**config.mk**
```make
export PLATFORM = sky130hd
export DESIGN_NAME = iomem_arbiter
export DESIGN_NICKNAME = d
export VERILOG_FILES = /design/src/rtl/iomem_arbiter.sv
export SDC_FILE = /design/constraint.sdc
export NUM_CORES = 1
export LEC_CHECK = 0
export BUFFER_PORTS_ARGS = -buffer_cell sky130_fd_sc_hd__buf_4
export CAP_MARGIN = 10
export CORE_ASPECT_RATIO = 0.7
export CORE_MARGIN = 4
export CORE_UTILIZATION = 42
export DETAILED_ROUTE_END_ITERATION = 12
export PLACE_DENSITY = 0.87
export SYNTH_ARGS = -nofsm -noshare
export SYNTH_HDL_FRONTEND = slang
export SYNTH_SLANG_ARGS = --single-unit
```
**constraint.sdc**
```tcl
create_clock -name clk -period 1.8 [get_ports clk]
set_input_delay 0.09 -clock clk [delete_from_list [all_inputs] [get_ports clk]]
set_output_delay 0.09 -clock clk [all_outputs]
set_load 0.01 [all_outputs]
```
**src/rtl/iomem_arbiter.sv**
```systemverilog
`default_nettype none
// ============================================================================
// Module   : iomem_arbiter
// Function : Two-master round-robin arbiter for the iomem peripheral bus.
//            Handles one transaction at a time. A watchdog completes any
//            access the slave never acknowledges, so a master cannot hang.
// Revision : 1.0 - initial release
// ============================================================================
module iomem_arbiter #(
  parameter int unsigned TIMEOUT  = 255,
  parameter logic [31:0] ERR_DATA = 32'hDEAD_BEEF
) (
  input  logic        clk,
  input  logic        reset,
  // master 0 (CPU)
  input  logic        m0_valid,
  input  logic [3:0]  m0_wstrb,
  input  logic [31:0] m0_addr,
  input  logic [31:0] m0_wdata,
  output logic        m0_ready,
  output logic [31:0] m0_rdata,
  // master 1 (DMA / bridge)
  input  logic        m1_valid,
  input  logic [3:0]  m1_wstrb,
  input  logic [31:0] m1_addr,
  input  logic [31:0] m1_wdata,
  output logic        m1_ready,
  output logic [31:0] m1_rdata,
  // shared slave bus
  output logic        s_valid,
  output logic [3:0]  s_wstrb,
  output logic [31:0] s_addr,
  output logic [31:0] s_wdata,
  input  logic        s_ready,
  input  logic [31:0] s_rdata,
  // status
  input  logic        err_clr,
  output logic        timeout_err,
  output logic        last_grant
);

  // Counter value seen in the final cycle before the watchdog fires.
  localparam logic [15:0] C_CNT_LAST = 16'(TIMEOUT - 1);

  typedef enum logic [1:0] {
    ST_IDLE = 2'd0,
    ST_BUSY = 2'd1,
    ST_DONE = 2'd2
  } state_t;

  state_t      state_q,       state_d;
  logic [15:0] cnt_q,         cnt_d;
  logic        s_valid_q,     s_valid_d;
  logic [3:0]  s_wstrb_q,     s_wstrb_d;
  logic [31:0] s_addr_q,      s_addr_d;
  logic [31:0] s_wdata_q,     s_wdata_d;
  logic        m0_ready_q,    m0_ready_d;
  logic        m1_ready_q,    m1_ready_d;
  logic [31:0] m0_rdata_q,    m0_rdata_d;
  logic [31:0] m1_rdata_q,    m1_rdata_d;
  logic        timeout_err_q, timeout_err_d;
  logic        last_grant_q,  last_grant_d;

  // Winner of this IDLE cycle: a lone requester, or on contention the master
  // that was not served last.
  logic win;
  assign win = (m0_valid && m1_valid) ? ~last_grant_q : m1_valid;

  // Next-state and output computation for the IDLE/BUSY/DONE sequencer.
  always_comb begin
    state_d       = state_q;
    cnt_d         = cnt_q;
    s_valid_d     = s_valid_q;
    s_wstrb_d     = s_wstrb_q;
    s_addr_d      = s_addr_q;
    s_wdata_d     = s_wdata_q;
    m0_ready_d    = 1'b0;
    m1_ready_d    = 1'b0;
    m0_rdata_d    = m0_rdata_q;
    m1_rdata_d    = m1_rdata_q;
    last_grant_d  = last_grant_q;
    // Clear is applied first so that a timeout in the same cycle overrides it.
    timeout_err_d = err_clr ? 1'b0 : timeout_err_q;

    case (state_q)
      ST_IDLE: begin
        if (m0_valid || m1_valid) begin
          s_valid_d    = 1'b1;
          s_wstrb_d    = win ? m1_wstrb : m0_wstrb;
          s_addr_d     = win ? m1_addr  : m0_addr;
          s_wdata_d    = win ? m1_wdata : m0_wdata;
          last_grant_d = win;
          cnt_d        = 16'd0;
          state_d      = ST_BUSY;
        end
      end

      ST_BUSY: begin
        cnt_d = cnt_q + 16'd1;
        if (s_ready) begin
          // A slave response always beats the watchdog.
          s_valid_d = 1'b0;
          state_d   = ST_DONE;
          if (last_grant_q) begin
            m1_ready_d = 1'b1;
            m1_rdata_d = s_rdata;
          end else begin
            m0_ready_d = 1'b1;
            m0_rdata_d = s_rdata;
          end
        end else if (cnt_q == C_CNT_LAST) begin
          s_valid_d     = 1'b0;
          timeout_err_d = 1'b1;
          state_d       = ST_DONE;
          if (last_grant_q) begin
            m1_ready_d = 1'b1;
            m1_rdata_d = ERR_DATA;
          end else begin
            m0_ready_d = 1'b1;
            m0_rdata_d = ERR_DATA;
          end
        end
      end

      ST_DONE: begin
        // Single cycle for the master to see ready and drop its request;
        // any other request is deliberately not sampled here.
        state_d = ST_IDLE;
      end

      default: begin
        state_d = ST_IDLE;
      end
    endcase
  end

  // State and output registers with synchronous reset.
  always_ff @(posedge clk) begin
    if (reset) begin
      state_q       <= ST_IDLE;
      cnt_q         <= 16'd0;
      s_valid_q     <= 1'b0;
      s_wstrb_q     <= 4'd0;
      s_addr_q      <= 32'd0;
      s_wdata_q     <= 32'd0;
      m0_ready_q    <= 1'b0;
      m1_ready_q    <= 1'b0;
      m0_rdata_q    <= 32'd0;
      m1_rdata_q    <= 32'd0;
      timeout_err_q <= 1'b0;
      last_grant_q  <= 1'b1;
    end else begin
      state_q       <= state_d;
      cnt_q         <= cnt_d;
      s_valid_q     <= s_valid_d;
      s_wstrb_q     <= s_wstrb_d;
      s_addr_q      <= s_addr_d;
      s_wdata_q     <= s_wdata_d;
      m0_ready_q    <= m0_ready_d;
      m1_ready_q    <= m1_ready_d;
      m0_rdata_q    <= m0_rdata_d;
      m1_rdata_q    <= m1_rdata_d;
      timeout_err_q <= timeout_err_d;
      last_grant_q  <= last_grant_d;
    end
  end

  assign s_valid     = s_valid_q;
  assign s_wstrb     = s_wstrb_q;
  assign s_addr      = s_addr_q;
  assign s_wdata     = s_wdata_q;
  assign m0_ready    = m0_ready_q;
  assign m1_ready    = m1_ready_q;
  assign m0_rdata    = m0_rdata_q;
  assign m1_rdata    = m1_rdata_q;
  assign timeout_err = timeout_err_q;
  assign last_grant  = last_grant_q;

endmodule
`default_nettype wire

```
---- Word-level counts from Yosys, hierarchy flattened ----
Index checks and enable logic that the tools add are counted.
storage, ports and cells
  flip-flop bits (word level) ............. 155
  word-level logic and storage cells ...... 63
  input bits .............................. 174
  output and inout bits ................... 137
cells by class
  multiplexer cells ....................... 32
  bitwise operators ....................... 2
  reductions and logical operators ........ 12
  equality and inequality tests ........... 4
  $add $sub $neg .......................... 1
operators with widths
  cell                                                               count
  32-bit two-way mux                                                 10
  16-bit case mux with 2 select lines                                1
  16-bit by 1-bit adder with 16-bit output (second input constant)   1
  16-bit by 8-bit == test with 1-bit output (second input constant)  1
  16-bit two-way mux                                                 1
  1-bit two-way mux                                                  14
  3-bit AND reduction                                                3
  2-bit two-way mux                                                  3
  2-bit AND reduction                                                3
  4-bit two-way mux                                                  1
  2-bit case mux with 2 select lines                                 1
  2-bit nonzero test                                                 2
  3-bit != test (second input constant)                              1
  2-bit by 1-bit == test with 1-bit output (second input constant)   1
  2-bit logical NOT                                                  1
  2-bit != test (second input constant)                              1
  1-bit inverter                                                     2
  1-bit case mux with 2 select lines                                 1
  2-bit OR reduction                                                 1
  1-bit logical AND                                                  1
  1-bit logical OR                                                   1

---- Logic depth before layout (Yosys ltp) ----
Gate-level depths: netlist of the first run.
  depth in word-level cells ............... 4
  mapped depth ............................ 8
  gate-level depth less buffers ........... 6

---- Worst setup path after synthesis of the first run ----
OpenSTA, ideal clock, no wires.
  path type ............................... reg-to-reg
  start point ............................. register cnt_q[0]
  end point ............................... register m0_ready_q, in the netlist m0_ready
  period minus slack after synthesis ...... 1848 ps
  stages on the path, launching flop included .. 8
  slack ................................... -48 ps
  data arrival time ....................... 1748 ps
  library setup time ...................... 100 ps
  cells stage by stage .................... dfxtp_1 > inv_1 > ha_1 > nor4bb_1 > nand4_1 > or2_1 > buf_6 > a2111oi_4
between the ends
  longest elaborated chain between the ends .. 3
RTL lines
  item                                       RTL line  RTL
  start, declared                            52        logic [15:0] cnt_q, cnt_d;
  start signal, assigned                     154       cnt_q <= cnt_d;
  16-bit by 8-bit == test with 1-bit output  111       end else if (cnt_q == C_CNT_LAST) begin
  1-bit two-way mux                          111
  1-bit two-way mux                          100       if (s_ready) begin
  end signal, assigned                       159       m0_ready_q <= m0_ready_d;
  end, declared                              57        logic m0_ready_q, m0_ready_d;
No other way between the ends.
A chain may end at the register's enable or synchronous reset.

---- Worst setup path after layout of the first run ----
  start point ............................. register cnt_q[0]
  end point ............................... register cnt_q[12]
between the ends
  longest elaborated chain between the ends .. 2
RTL lines
  item                                      RTL line  RTL
  16-bit by 1-bit adder with 16-bit output  99        cnt_d = cnt_q + 16'd1;
  16-bit case mux with 2 select lines       85        case (state_q)
No other way between the ends.

==> results.py, run 1 <==
metrics = {
    "run_status": {
        "status": "finished, final reports clean",
    },
    "sta": {
        "tns_ns": 0,
        "rsz0062_at_grt": "false",
        "relSlewSlack_pct": 65.4,
        "setup_viol": 0,
        "finalCritPeriodShare_pct": 96.1,
        "hold_viol_final": 0,
        "slew_viol_final": 0,
        "worst_pin_slew_ns": 0.519,
        "fmax_mhz": 578,
        "skew_ns": 0.0127,
        "fin_crit_ns": 1.73,
    },
    "pwr": {
        "irDropWorstVdd_v": 0.000526,
        "p_total_mw": 9.42,
        "leakagePower_nw": 4.39,
        "p_per_area_nw_per_um2": 919,
    },
    "grt": {
        "busiest_layer": "met2",
        "grt_pass1_vias": 6853,
        "met3_usage_pct": 7.91,
        "grt_use_met1_pct": 29.0,
        "grt_use_met2_pct": 39.9,
        "antenna_found_initial": 0,
        "grt_pass1_wl_mm": 35.4,
        "grt_overflow": 0,
        "grt_usage_pct": 23.7,
        "grt_max_degree": 69,
    },
    "routing": {
        "drt-initial-drc-count": 605,
        "drcViolationCount": 0,
        "post_drt_wl_per_cell_um": 17.7,
        "dr.pass1.iters": 5,
        "ant_nets": 0,
        "totalWireLength_mm": 22.3,
        "via_per_inst": 5.58,
        "num_vias": 7060,
    },
    "logic_synthesis": {
        "ys_seq_area_share_pct": 46.3,
        "synth_seq_cells": 155,
        "synth_edf_count": 0,
        "ys_types": 45,
        "synthArstFlopShare_pct": 0,
        "synth_cells": 728,
        "yosysTopAreaCell": "dfxtp_1",
        "synth.top_cell.area_share_pct": 46.3,
        "ys_warn_count": 0,
        "yosys-top-cells-area": "dfxtp_1 46%, mux2i_1 10%, a211oi_1 7.7%, nor2_1 7.1%, o221ai_1 6.4%",
        "ys.flop_type": "dfxtp_1",
        "synth_area_um2": 6700,
        "synth_nets": 904,
        "yosysMostFrequentCell": "dfxtp_1",
        "synth_top_cells_by_count": "155 x dfxtp_1, 126 x nor2_1, 75 x a21oi_1",
        "syn_avg_cell_area_um2": 9.21,
    },
    "clock_tree": {
        "clk_latency_ns": 0.42,
        "cts_tree": "built",
        "path_clk_slew_ns": 0.07,
        "cts_root_buffer": "clkbuf_16",
        "cts-htree-levels": 4,
        "cts_buffer_depth": 2,
        "cts.sinks": 155,
        "cts_buffers": 17,
        "cts_setup_buffers": 0,
    },
    "setup_path": {
        "reg2reg_depth": 7,
        "worstSetupStartpoint": "cnt_q[0]",
        "timing.critical_path.fanout_max": 5,
        "critPathKind": "reg -> reg",
        "cp_data_arrival_time_ns": 2.07,
        "worstReg2RegEnd": "cnt_q[12]",
        "cp.required_ns": 2.14,
        "r2r_start": "cnt_q[0]",
        "r2r_slack_ns": 0.07,
        "crit_path_end_kind": "flop",
        "start_kind": "flop",
    },
    "die": {
        "start_util_pct": 43.1,
        "rows": 38,
        "num_io_pins": 311,
        "die_w_um": 159,
        "core_area_um2": 15500,
        "die_h_um": 114,
        "dieArea_um2": 18100,
    },
    "hold_path": {
        "worstHoldStart": "m0_wdata[13]",
        "min_path_cells": 3,
        "whs_endpoint": "s_wdata[13]",
        "min_path_type": "in -> reg",
    },
    "cells_and_area": {
        "area_growth_pct": 53.0,
        "drive_above_1_share_pct": 37.2,
        "nets": 1228,
        "diodes": 0,
    },
    "placed_design": {
        "dpl.hpwl_mm": 16.0,
        "io_buffers": 310,
        "globalplace.congestion": 0.849,
    },
    "job": {
        "maxCapViolCount": 0,
    },
}
## what timing repair did
| action | 4_1_cts | 5_1_grt |
|---|---|---|
| pin swaps | 0 | 2 |
| resized for setup | 2 | 6 |
| endpoints found under the setup margin | 2 | 52 |
| hold buffers | 28 | 0 |
| hold endpoints to repair | 47 | 0 |
## kinds of logic (layout without fill, tap and decap cells)
| group | Yosys count | count (layout) | synth area share (%) |
|---|---|---|---|
| mux | 68 | 68 | 10.2 |
| flops | 155 | 155 | 46.3 |
| simple gates | 174 | 174 | 11.3 |
| compound gates | 252 | 252 | 27.0 |
| fa+ha+maj | 2 | 2 | 0.373 |
| buf+inv | 77 | 414 | 4.84 |
## layer usage
metal | wire [µm] | part of all wire (%)
met2 | 10800 | 49
met3 | 2110 | 9.4
met4 | 622 | 2.8
met1 | 8760 | 39
met5 | 0 | 0
## worst max path at each step
| stage | cells past startpoint | slack, ns | endpoint |
|---|---|---|---|
| finish | 7 | 0.07 | cnt_q[12] |
| global route | 6 | 0.001 | s_addr[18] |
| CTS | 6 | 0.03 | cnt_q[14] |
| detailed placement | 7 | 0.02 | cnt_q[14] |
| global placement | 6 | 0.10 | cnt_q[14] |
| floorplan | 7 | 0.03 | m0_ready |
## state kept, by name, indices dropped and copies added (netlist names)
name,flops
m0_ready,1
m0_rdata,32
last_grant,1
m1_rdata,32
timeout_err,1
m1_ready,1
s_addr,32
state_q,2
s_wdata,32
s_valid,1
s_wstrb,4
cnt_q,16
## where the power goes
part	switching, mW	internal, mW
clock	1.58	1.82
combinational	1.03	1.08
sequential	0.185	3.72
## cells in the final DEF, fill, tap and decap left out, types with 7 or more instances in the layout
master           n
a211oi_1        69
a21oi_1         74
a22oi_1         16
buf_12           9
buf_4          339
clkbuf_16       17
dfxtp_1        154
dlygate4sd3_1   28
mux2i_1         68
nand2_1         10
nand3_1          7
nor2_1         126
o211ai_1        20
o221ai_1        49
## worst max-delay path, cell delays in order, from the launching register on
cell and delay [ns]:
dfxtp_2 0.35, buf_4 0.11, ha_1 0.15, and4b_2 0.26, nand3_2 0.11, buf_4 0.17
or3_4 0.36, a21oi_2 0.14
## metrics by stage
| step | util (%) | cell area [µm²] | std cells | setup slack (ns) | hold slack, ns |
|---|---|---|---|---|---|
| after global routing | 65.9 | 10300 | 1265 | 0.00125 | 0.0123 |
| after detailed placement | 60.4 | 9390 | 1205 | 0.0216 | 0.325 |
| final | 65.9 | 10300 | 1265 | 0.0706 | 0.0165 |
| after global placement | 60.4 | 9390 | 1205 | 0.100 | 0.293 |
| after CTS | 65.8 | 10200 | 1265 | 0.0276 | 0.0000665 |
| after floorplan | - | 6700 | 728 | 0.0267 | 0.194 |
## cell type report
type / instances / area (µm²)
fill: 1211 / 5300
multi-input combinational: 496 / 3310
sequential: 155 / 3100
timing repair buffer: 376 / 3010
clock buffer: 18 / 429
tap: 200 / 250
clock inverter: 14 / 126
inverter: 6 / 22.5
(Power assumes the default switching activity.)
==> run 2, diff against run 1 <==
--- a/config.mk
+++ b/config.mk
@@ -9,9 +9,9 @@
 export CAP_MARGIN = 10
 export CORE_ASPECT_RATIO = 0.7
 export CORE_MARGIN = 4
-export CORE_UTILIZATION = 42
+export CORE_UTILIZATION = 47
 export DETAILED_ROUTE_END_ITERATION = 12
-export PLACE_DENSITY = 0.87
+export PLACE_DENSITY = 0.91
 export SYNTH_ARGS = -nofsm -noshare
 export SYNTH_HDL_FRONTEND = slang
 export SYNTH_SLANG_ARGS = --single-unit
==> constraint.sdc (replaced) <==
create_clock -name clk -period 1.85 [get_ports clk]
set_input_delay 0.0925 -clock clk [delete_from_list [all_inputs] [get_ports clk]]
set_output_delay 0.0925 -clock clk [all_outputs]
set_load 0.01 [all_outputs]
==> run 2 against run 1 <==
Net effect:
- final area shrank 1.5%
- via count down 1.2%
- clock-buffer cell count stayed put
- wire length shrank 1.3%
- clock power decreased by 2%
- clock skew grew 0.0032 ns
- setup slack improved by 0.041 ns
- sequential cell count unchanged
- worst hold slack got worse by 0.0048 ns
- cell count fell by 1.6%
- register-to-register slack gained 0.04 ns
- largest power group unchanged
==> results.py, run 2 (synthesized netlist as in run 1, its figures left out) <==
metrics = {
    "clock_tree": {
        "cts.sinks": 155,
        "cts-htree-levels": 4,
        "cts_tree": "built",
        "cts_buffers": 17,
        "cts_root_buffer": "clkbuf_16",
        "path_clk_slew_ns": 0.07,
        "cts_buffer_depth": 2,
        "clk_latency_ns": 0.42,
    },
    "placed_design": {
        "globalplace.congestion": 0.864,
        "dpl.hpwl_mm": 16.2,
        "io_buffers": 310,
    },
    "pwr": {
        "p_per_area_nw_per_um2": 903,
        "internal_power_mw": 6.44,
        "swShare_pct": 29.5,
        "p_sw_mw": 2.69,
        "clkPwrFrac_pct": 36.4,
        "leakagePower_nw": 4.32,
        "p_total_mw": 9.12,
        "p_comb_share_pct": 21.9,
        "power.share.sequential_pct": 41.7,
        "irDropWorstVdd_v": 0.000845,
    },
    "sta": {
        "setup_viol": 0,
        "tns_ns": 0,
        "finalCritPeriodShare_pct": 94.0,
        "slew_viol_final": 0,
        "fin_crit_ns": 1.74,
        "fmax_mhz": 575,
        "relSlewSlack_pct": 55.7,
        "hold_viol_final": 0,
        "skew_ns": 0.0159,
        "whs_ns": 0.0117,
        "worst_pin_slew_ns": 0.664,
    },
    "grt": {
        "antenna_found_initial": 0,
        "grt_usage_pct": 25.7,
        "grt_pass1_wl_mm": 33.7,
        "grt_overflow": 0,
        "grt_max_degree": 103,
        "grt_pass1_vias": 6598,
    },
    "routing": {
        "totalWireLength_mm": 22.0,
        "via_per_inst": 5.60,
        "drt-initial-drc-count": 442,
        "drcViolationCount": 0,
        "ant_nets": 0,
        "dr.pass1.iters": 5,
        "post_drt_wl_per_cell_um": 17.7,
        "num_vias": 6972,
    },
    "cells_and_area": {
        "diodes": 0,
        "layout_commonest_cell": "buf_4",
        "drive_above_1_share_pct": 37.2,
        "mostFrequentLayoutCells": "340 x buf_4, 154 x dfxtp_1, 126 x nor2_1",
        "area_growth_pct": 50.7,
        "nets": 1218,
    },
    "setup_path": {
        "critPathKind": "reg -> reg",
        "cp.required_ns": 2.18,
        "r2r_slack_ns": 0.11,
        "cp_data_arrival_time_ns": 2.07,
        "crit_path_end_kind": "flop",
        "reg2reg_depth": 7,
        "timing.critical_path.fanout_max": 49,
        "start_kind": "flop",
        "worstReg2RegEnd": "m0_rdata[21]",
        "r2r_start": "cnt_q[0]",
    },
    "die": {
        "rows": 36,
        "start_util_pct": 48.1,
        "num_io_pins": 311,
        "dieArea_um2": 16300,
        "die_w_um": 151,
        "core_area_um2": 13900,
        "die_h_um": 108,
    },
    "hold_path": {
        "min_path_type": "in -> reg",
        "min_path_cells": 3,
        "whs_endpoint": "m0_rdata[20]",
        "worstHoldStart": "s_rdata[20]",
    },
    "job": {
        "maxCapViolCount": 0,
    },
    "run_status": {
        "status": "finished, final reports clean",
    },
}
run 2: how the worst max path moves through the flow:
stage / start / endpoint / slack [ns]
3_3_place_gp: cnt_q[1] / m0_ready / 0.10
3_5_place_dp: cnt_q[1] / m0_rdata[13] / 0.008
2_1_floorplan: cnt_q[0] / m0_ready / 0.002
5_1_grt: cnt_q[0] / m0_rdata[21] / -0.01
6_report: cnt_q[0] / m0_rdata[21] / 0.11
4_1_cts: cnt_q[0] / cnt_q[14] / 0.07
run 2: repair_timing:
| action | CTS | global route |
|---|---|---|
| hold endpoints to repair | 31 | 0 |
| setup buffers | 0 | 0 |
| setup endpoints to repair | 4 | 5 |
| gates resized for setup | 1 | 6 |
| hold buffers | 22 | 0 |
run 2: area by class of cell:
type                            count  area [µm²]
Tap cell                          190         238
Fill cell                        1029        3820
Multi-Input combinational cell    496        3310
Sequential cell                   155        3100
Clock buffer                       18         439
Clock inverter                     14         129
Inverter                            6        22.5
Timing Repair Buffer              366        2850
run 2: power by group through the flow:
stage	Clock [mW]	Sequential, mW	Combinational, mW
2_1_floorplan	0	3.98	0.831
3_3_place_gp	0	3.86	1.92
3_5_place_dp	0	3.87	1.96
4_1_cts	3.36	3.80	2.00
5_1_grt	3.51	3.84	2.16
6_report	3.32	3.80	2.00
run 2: critical path, stage by stage (launching register included):
cell and delay [ns]:
dfxtp_1 0.31, inv_1 0.05, ha_1 0.15, nor4bb_2 0.27, nand4_1 0.16, or2_4 0.33, buf_12 0.20, a21oi_1 0.18
run 2: metal layers:
| layer | GRT usage, % | vias up | wire length (µm) |
|---|---|---|---|
| met4 | 8.67 | 0 | 511 |
| met5 | 0 | - | 0 |
| li1 | - | 3380 | - |
| met1 | 32.8 | 3239 | 8930 |
| met2 | 43.7 | 316 | 10900 |
| met3 | 5.18 | 37 | 1690 |
run 2: metrics by stage:
stage / util, % / area [µm²] / std cells / worst slack (ns)
after global routing: 72.6 / 10100 / 1245 / -0.00965
after floorplan: - / 6700 / 728 / 0.00242
final: 72.6 / 10100 / 1245 / 0.112
after CTS: 72.4 / 10100 / 1245 / 0.0669
after detailed placement: 66.7 / 9290 / 1191 / 0.00776
after global placement: 66.7 / 9290 / 1191 / 0.104
==> run 3, diff against run 2 <==
==> constraint.sdc (replaced) <==
create_clock -name clk -period 1.85 [get_ports clk]
set_input_delay 0.37 -clock clk [delete_from_list [all_inputs] [get_ports clk]]
set_output_delay 0.37 -clock clk [all_outputs]
set_load 0.01 [all_outputs]
==> run 3 against run 2 <==
Net effect:
- wire length increased by 0.28%
- sequential cell count unchanged
- core utilization fell by 0.65 points
- global-route usage up 0.19 points
- sequential power hardly changed
- sequential share of layout area grew 0.26 points
- cell count down 1.2%
- register-to-register slack lost 0.04 ns
- fmax shrank 2.4%
- combinational power hardly changed
- via count down 0.13%
- setup slack worse by 0.043 ns
- critical endpoint is now m0_ready
- largest power group unchanged
- highest routed layer unchanged
==> results.py, run 3 (synthesized netlist as in run 1, its figures left out) <==
metrics = {
    "sta": {
        "relSlewSlack_pct": 61.5,
        "setup_viol": 0,
        "hold_viol_final": 0,
        "whs_ns": 0.149,
        "skew_ns": 0.0114,
        "fmax_mhz": 562,
        "slew_viol_final": 0,
        "finalCritPeriodShare_pct": 96.3,
        "worst_pin_slew_ns": 0.574,
        "fin_crit_ns": 1.78,
    },
    "setup_path": {
        "crit_path_end_kind": "flop",
        "cp_data_arrival_time_ns": 2.09,
        "timing.critical_path.fanout_max": 5,
        "reg2reg_depth": 6,
        "critPathKind": "reg -> reg",
        "cp.required_ns": 2.16,
        "start_kind": "flop",
    },
    "placed_design": {
        "globalplace.congestion": 0.864,
        "dpl.hpwl_mm": 16.4,
        "placedCellCount": 1198,
        "io_buffers": 310,
    },
    "routing": {
        "ant_nets": 0,
        "post_drt_wl_per_cell_um": 18.0,
        "num_vias": 6963,
        "dr.pass1.iters": 7,
        "via_per_inst": 5.66,
        "drt-initial-drc-count": 521,
        "totalWireLength_mm": 22.1,
        "drcViolationCount": 0,
    },
    "pwr": {
        "irDropWorstVdd_v": 0.000705,
        "p_comb_share_pct": 21.7,
        "leakagePower_nw": 4.30,
        "clkPwrFrac_pct": 37.2,
        "power.share.sequential_pct": 41.1,
        "p_sw_mw": 2.67,
        "internal_power_mw": 6.58,
        "p_total_mw": 9.25,
        "p_per_area_nw_per_um2": 924,
        "swShare_pct": 28.9,
    },
    "clock_tree": {
        "cts.sinks": 155,
        "cts_buffers": 17,
        "cts_tree": "built",
        "clk_latency_ns": 0.41,
        "path_clk_slew_ns": 0.06,
        "cts_buffer_depth": 2,
        "hold_buffers": 0,
        "cts_setup_buffers": 0,
        "cts-htree-levels": 4,
        "cts_root_buffer": "clkbuf_16",
    },
    "cells_and_area": {
        "multi_input_area_um2": 3310,
        "diodes": 0,
        "nets": 1203,
        "stdcell_count": 1230,
        "layout_commonest_cell": "buf_4",
        "drive_above_1_share_pct": 38.2,
        "area_growth_pct": 49.4,
        "seqCellArea_um2": 3100,
        "fillers": 1063,
        "mostFrequentLayoutCells": "342 x buf_4, 155 x dfxtp_1, 126 x nor2_1",
    },
    "grt": {
        "grt_pass1_vias": 6479,
        "grt_pass1_wl_mm": 33.8,
        "grt_overflow": 0,
        "antenna_found_initial": 0,
        "grt_max_degree": 57,
        "grt_usage_pct": 25.9,
    },
    "die": {
        "core_area_um2": 13900,
        "die_h_um": 108,
        "num_io_pins": 311,
        "rows": 36,
        "die_w_um": 151,
        "start_util_pct": 48.1,
        "dieArea_um2": 16300,
    },
    "job": {
        "maxCapViolCount": 0,
    },
    "hold_path": {
        "min_path_type": "in -> reg",
        "min_path_cells": 2,
    },
    "run_status": {
        "status": "finished, final reports clean",
    },
}
-- run 3: what timing repair did --
item | 4_1_cts | 5_1_grt
hold endpoints to repair | 0 | 0
resized for setup | 0 | 4
setup endpoints to repair | 0 | 61
-- run 3: final timing paths --
check / start / slack [ns] / end
min reg2reg: timeout_err / 0.47 / timeout_err
max reg2reg: cnt_q[0] / 0.07 / m0_ready
min: err_clr / 0.15 / timeout_err
max: cnt_q[0] / 0.07 / m0_ready
-- run 3: worst max-delay path, stage by stage, from the launching register on --
cell and delay [ns]:
dfxtp_1 0.31, inv_1 0.06, ha_1 0.13, nor4bb_1 0.32, nand4_1 0.17, or2_4 0.34, a2111oi_4 0.36
-- run 3: layout make-up --
class / instances / area share [%]
clock inverter: 14 / 1.50
timing repair buffer: 351 / 27.5
clock buffer: 18 / 4.39
inverter: 6 / 0.225
tap: 190 / 2.38
multi-input combinational: 496 / 33.1
sequential: 155 / 31.0
-- run 3: power by group through the flow --
stage                     clock [mW]  sequential, mW  combinational [mW]
after floorplan                    0            3.98               0.831
after global placement             0            3.85                1.96
after detailed placement           0            3.87                2.01
after CTS                       3.50            3.80                2.02
after global routing            3.64            3.83                2.17
final                           3.44            3.80                2.01
-- run 3: through the flow --
step | area [µm²] | TNS (ns) | util, % | worst slack, ns
detailed placement | 9400 | 0 | 67.6 | 0.0272
CTS | 9990 | 0 | 71.8 | 0.00711
finish | 10000 | 0 | 71.9 | 0.0693
global route | 10000 | -0.0135 | 71.9 | -0.0121
global placement | 9400 | 0 | 67.6 | 0.0992
floorplan | 6700 | 0 | - | 0.00242
-- run 3: per-layer routing --
layer  GRT usage, %  wire length (µm)
met5              0                 0
met4           6.02               371
met3           6.52              1700
met2           44.3             11200
met1           33.0              8830
